$ cat config.mk
export PLATFORM = sky130hd
export DESIGN_NAME = fetch_stage
export DESIGN_NICKNAME = d
export VERILOG_FILES = /design/src/rtl/fetch_stage.sv
export SDC_FILE = /design/constraint.sdc
export NUM_CORES = 1
export LEC_CHECK = 0
export CORE_ASPECT_RATIO = 1.1
export CORE_MARGIN = 2
export CORE_UTILIZATION = 34
export DETAILED_ROUTE_END_ITERATION = 7
export MAX_ROUTING_LAYER = met4
export PLACE_DENSITY_LB_ADDON = 0.2
export SLEW_MARGIN = 40
export SYNTH_ARGS = -nofsm -noshare
export SYNTH_HDL_FRONTEND = slang
export SYNTH_SLANG_ARGS = --single-unit
$ cat constraint.sdc
create_clock -name clk -period 1.44 [get_ports clk]
set_input_delay 0.216 -clock clk [delete_from_list [all_inputs] [get_ports clk]]
set_output_delay 0.216 -clock clk [all_outputs]
set_load 0.05 [all_outputs]
$ cat src/rtl/fetch_stage.sv
// fetch_stage: MIPS IF stage holding the PC, driving InstructMem and loading the IF/ID register.
// Optional FETCH_PERF_CNT_EN adds saturating fetch and bubble counters.
module fetch_stage #(
  parameter int ADDR_W = 7,
  parameter int DATA_W = 32,
  parameter logic [ADDR_W-1:0] RESET_PC = '0,
  parameter logic [DATA_W-1:0] NOP_WORD = '0
) (
  input  logic              clk,
  input  logic              rst,
  input  logic              stall,
  input  logic              branch_taken,
  input  logic [ADDR_W-1:0] branch_target,
  output logic [ADDR_W-1:0] add,
  input  logic [DATA_W-1:0] instruc,
  output logic [ADDR_W-1:0] pc_out,
  output logic [DATA_W-1:0] ifid_instr,
  output logic [ADDR_W-1:0] ifid_npc,
  output logic              ifid_valid
`ifdef FETCH_PERF_CNT_EN
  ,
  output logic [15:0]       perf_fetch,
  output logic [15:0]       perf_bubble
`endif
);
  logic [ADDR_W-1:0] pc_q;
  logic [ADDR_W-1:0] npc;
  assign npc = pc_q + ADDR_W'(4);
  assign add = pc_q;
  assign pc_out = pc_q;
  always_ff @(posedge clk) begin
    if (rst) begin
      pc_q <= RESET_PC;
      ifid_instr <= NOP_WORD;
      ifid_npc <= '0;
      ifid_valid <= 1'b0;
    end else if (branch_taken) begin
      pc_q <= {branch_target[ADDR_W-1:2], 2'b00};
      ifid_instr <= NOP_WORD;
      ifid_npc <= '0;
      ifid_valid <= 1'b0;
    end else if (!stall) begin
      pc_q <= npc;
      ifid_instr <= instruc;
      ifid_npc <= npc;
      ifid_valid <= 1'b1;
    end
  end
`ifdef FETCH_PERF_CNT_EN
  always_ff @(posedge clk) begin
    if (rst) begin
      perf_fetch <= '0;
      perf_bubble <= '0;
    end else if (branch_taken || stall) begin
      perf_bubble <= perf_bubble + {15'd0, ~&perf_bubble};
    end else begin
      perf_fetch <= perf_fetch + {15'd0, ~&perf_fetch};
    end
  end
`endif
endmodule

==> key figures, run 1 <==
Floorplan
  • Starting Density: 0.352
  • Core area: slightly above 0.005 sq mm
  • IO Pins: 97
  • Height of the die: ~80 microns
  • Die area: around 0.0058 sq mm
  • Die extent in x: between 70 and 80 microns
  • # rows: 27

Place
  • Placed insts: 310
  • RePlAce Congestion: 0.691
  • Hpwl dp: approximately 3100 microns
  • DP Area: 0.00313 sq mm
  • IO buf count: 88

Timing
  • Final hold slack: between 0.3 and 0.4 ns
  • Final setup fails: 0
  • RSZ-0062 raised after global routing: no
  • Fin Setup TNS: 0 ns
  • Crit path time final: approximately 1.3 ns
  • Fmax: around 770 MHz
  • Tcrit/Tclk final: 0.900
  • Clock skew: 0.000783 ns
  • Fin. max-slew vios: 0
  • Hold Vio Cnt, Final: 0

Logic synthesis
  • Area share of fa/ha/maj cells after synthesis: 0.00706
  • Syn_area_per_cell: between 10 and 15 sq um
  • Netlist cell types: 26
  • Ys Warns: 0
  • Sequential share of the synthesized area: 0.486
  • Cell area after synthesis: between 0.0015 and 0.002 sq mm
  • Main combinational cell family by area after synthesis: multiplexers
  • Yosys reg bits: between 40 and 50
  • Compound-cell area share of the yosys netlist: 0.0607
  • Syn Inst Count: between 150 and 200
  • Simple-gate area share of the yosys netlist: 0.107
  • Share of synthesized area spent on multiplexers: 0.192
  • XOR/XNOR Fraction of Synth Area: 0.0296

Pwr
  • Reg power frac: 0.458
  • Pleak: roughly 1.4 nW
  • Comb pwr share: 0.277
  • Peak supply drop: ~0.0006 V
  • Int Power: approximately 0.002 W
  • Pwr Total: around 0.0028 W
  • Clock share of power: 0.265
  • Net switching fraction of the power: 0.288
  • Switching power: 0.000814 W
  • Power per cell area: roughly 880 mW/mm^2

Worst setup path
  • Crit path required time: 1.62 ns
  • CP Cell Sequence: ha_1, nand4b_1, xnor2_1, o21a_1
  • Crit end category: flip-flop
  • Crit Path Class: reg2reg
  • Maximum fanout along the worst path: 6
  • Slowest Stage Delay on Critical Path: 0.43 ns
  • WP data arrival: ~1.5 ns
  • Crit start category: flip-flop
  • Slowest-stage cell, CP: dfxtp_2

Drt
  • Vias per std cell: roughly 4.6
  • 1st-pass router iterations: 4
  • Routed wire per std cell: ~13 microns
  • Via count: between 1000 and 1500
  • Drt initial violations: 37
  • DRT Wirelength: approximately 4000 microns
  • Routed Antenna Nets: 0
  • # DRC: 0

CTS
  • Resize count post-CTS: 0
  • CTS tree: built
  • Clk pin slew, worst setup/hold paths: ~0.070 ns
  • Clock Latency Late Sink: 0.28 ns
  • CTS sink count: 43
  • CTS hold repair buffers: 0
  • H-tree Lvls: 2
  • CTS Buf Count: 5
  • CTS root buf: clkbuf_8
  • Post-CTS setup buffers: 0
  • CTS Buffer Depth: 2

Worst hold path
  • HP Class: in2reg

Cells and area
  • Most common cell after layout, fill and taps aside: buf_12
  • Diode count: 0
  • Finished layout cell area: 0.00322 sq mm
  • Non-filler cells, final: 317
  • Layout Nets: just over 300
  • Layout cell share with drive strength beyond 1: 0.274
  • Most frequent cells in the layout: buf_12, dfxtp_1, clkdlybuf4s50_1
  • P&R area growth vs syn: 81.5%

Global route
  • Largest net degree at the start of global routing: 25
  • First-pass GRT wire length: ~6600 microns
  • Total grt overflow: 0
  • Initial antenna violation count: 0
  • Vias in the first global route: 1504
  • GRT Total Usage: 0.151

Flow run
  • MaxCap Viol Count: 0

Run status
  • Outcome: finished, final reports clean
## cells in the mapped netlist, drive strengths merged
library cell,n,area [sq um]
mux2i,34,340
nand2b,1,6.26
xor2,2,17.5
ha,1,12.5
buf,21,175
dfxtp,43,861
o21bai,1,7.51
a21oi,7,38.8
nor2,36,135
clkbuf,1,3.75
nand3,1,5.00
nor2b,2,12.5
xnor2,4,35.0
nor3,1,5.00
nand4b,2,17.5
conb,1,3.75
o21a,4,30.0
or2,1,8.76
inv,7,26.3
a2111oi,1,15.0
a211oi,1,7.51
a311oi,1,8.76
## worst max-delay path, delay by kind of cell, from the launching register on
kind                     cells  cell delay [ns]
adder cells (fa/ha/maj)      1             0.27
AND/OR/NAND/NOR              1             0.17
flip-flops                   1             0.43
XOR/XNOR                     1             0.16
AO/OA/AOI/OAI                1             0.17
## stage by stage
step	utilization	setup WS [ns]
detailed placement	0.622	0.0786
global placement	0.622	0.0940
CTS	0.639	0.134
global route	0.639	0.0629
finish	0.639	0.144
floorplan	-	0.0552
## cells by family (layout without fill, tap and decap cells)
kind of cell               Yosys count  after routing
and+or+nand+nor                     44             44
buffers and inverters               29            110
AOI/OAI and AO/OA                   15             15
DFF                                 43             43
muxes                               34             34
other                                1              6
adders and majority gates            1              1
xor gates and xnor gates             6              6
## path summary, 6_finish.rpt
kind,cells past startpoint,slack (ns),start,to
max,4,0.14,add[3]$_SDFFE_PP0P_,add[6]$_SDFFE_PP0P_
min,3,0.33,stall,ifid_npc[5]$_SDFFE_PP0N_
max reg2reg,4,0.14,add[3]$_SDFFE_PP0P_,add[6]$_SDFFE_PP0P_
min reg2reg,2,0.49,ifid_valid$_SDFFE_PP0N_,ifid_valid$_SDFFE_PP0N_
## power by group through the flow
stage | clock (W) | combinational (W) | sequential [W]
finish | 0.000749 | 0.000785 | 0.00130
global route | 0.000843 | 0.000826 | 0.00130
CTS | 0.000797 | 0.000794 | 0.00130
detailed placement | 0 | 0.000792 | 0.00132
global placement | 0 | 0.000787 | 0.00132
floorplan | 0 | 0.000276 | 0.00146
## state kept, by name, indices dropped and copies added (netlist names)
register	flops
ifid_npc	5
ifid_instr	32
ifid_valid	1
add	5
## final cells by class
| class | instances | area (sq um) |
|---|---|---|
| clock buffers | 6 | 82.6 |
| clock inverters | 1 | 5.00 |
| well taps | 58 | 72.6 |
| flip-flops and latches | 43 | 865 |
| inverters | 7 | 26.3 |
| fillers | 402 | 1820 |
| repair buffers | 96 | 1440 |
| multi-input cells | 106 | 726 |
## metal layers
metal | track usage | up-vias | wire length (microns)
li1 | - | 721 | -
met1 | 0.161 | 671 | 1640
met2 | 0.251 | 61 | 2010
met3 | 0.0581 | 6 | 332
met4 | 0.0611 | 0 | 51
met5 | - | - | 0
No activity file was read; power rests on OpenSTA's default activity.
==> inputs of run 2 (changes only) <==
--- a/config.mk
+++ b/config.mk
@@ -8,6 +8,8 @@
 export CORE_ASPECT_RATIO = 1.1
 export CORE_MARGIN = 2
 export CORE_UTILIZATION = 34
+export CTS_BUF_LIST = sky130_fd_sc_hd__clkbuf_8 sky130_fd_sc_hd__clkbuf_16
+export CTS_CLUSTER_SIZE = 16
 export DETAILED_ROUTE_END_ITERATION = 7
 export MAX_ROUTING_LAYER = met4
 export PLACE_DENSITY_LB_ADDON = 0.2
==> results of run 2 <==
Final layout, timing and power as in run 1 (identical DEF).
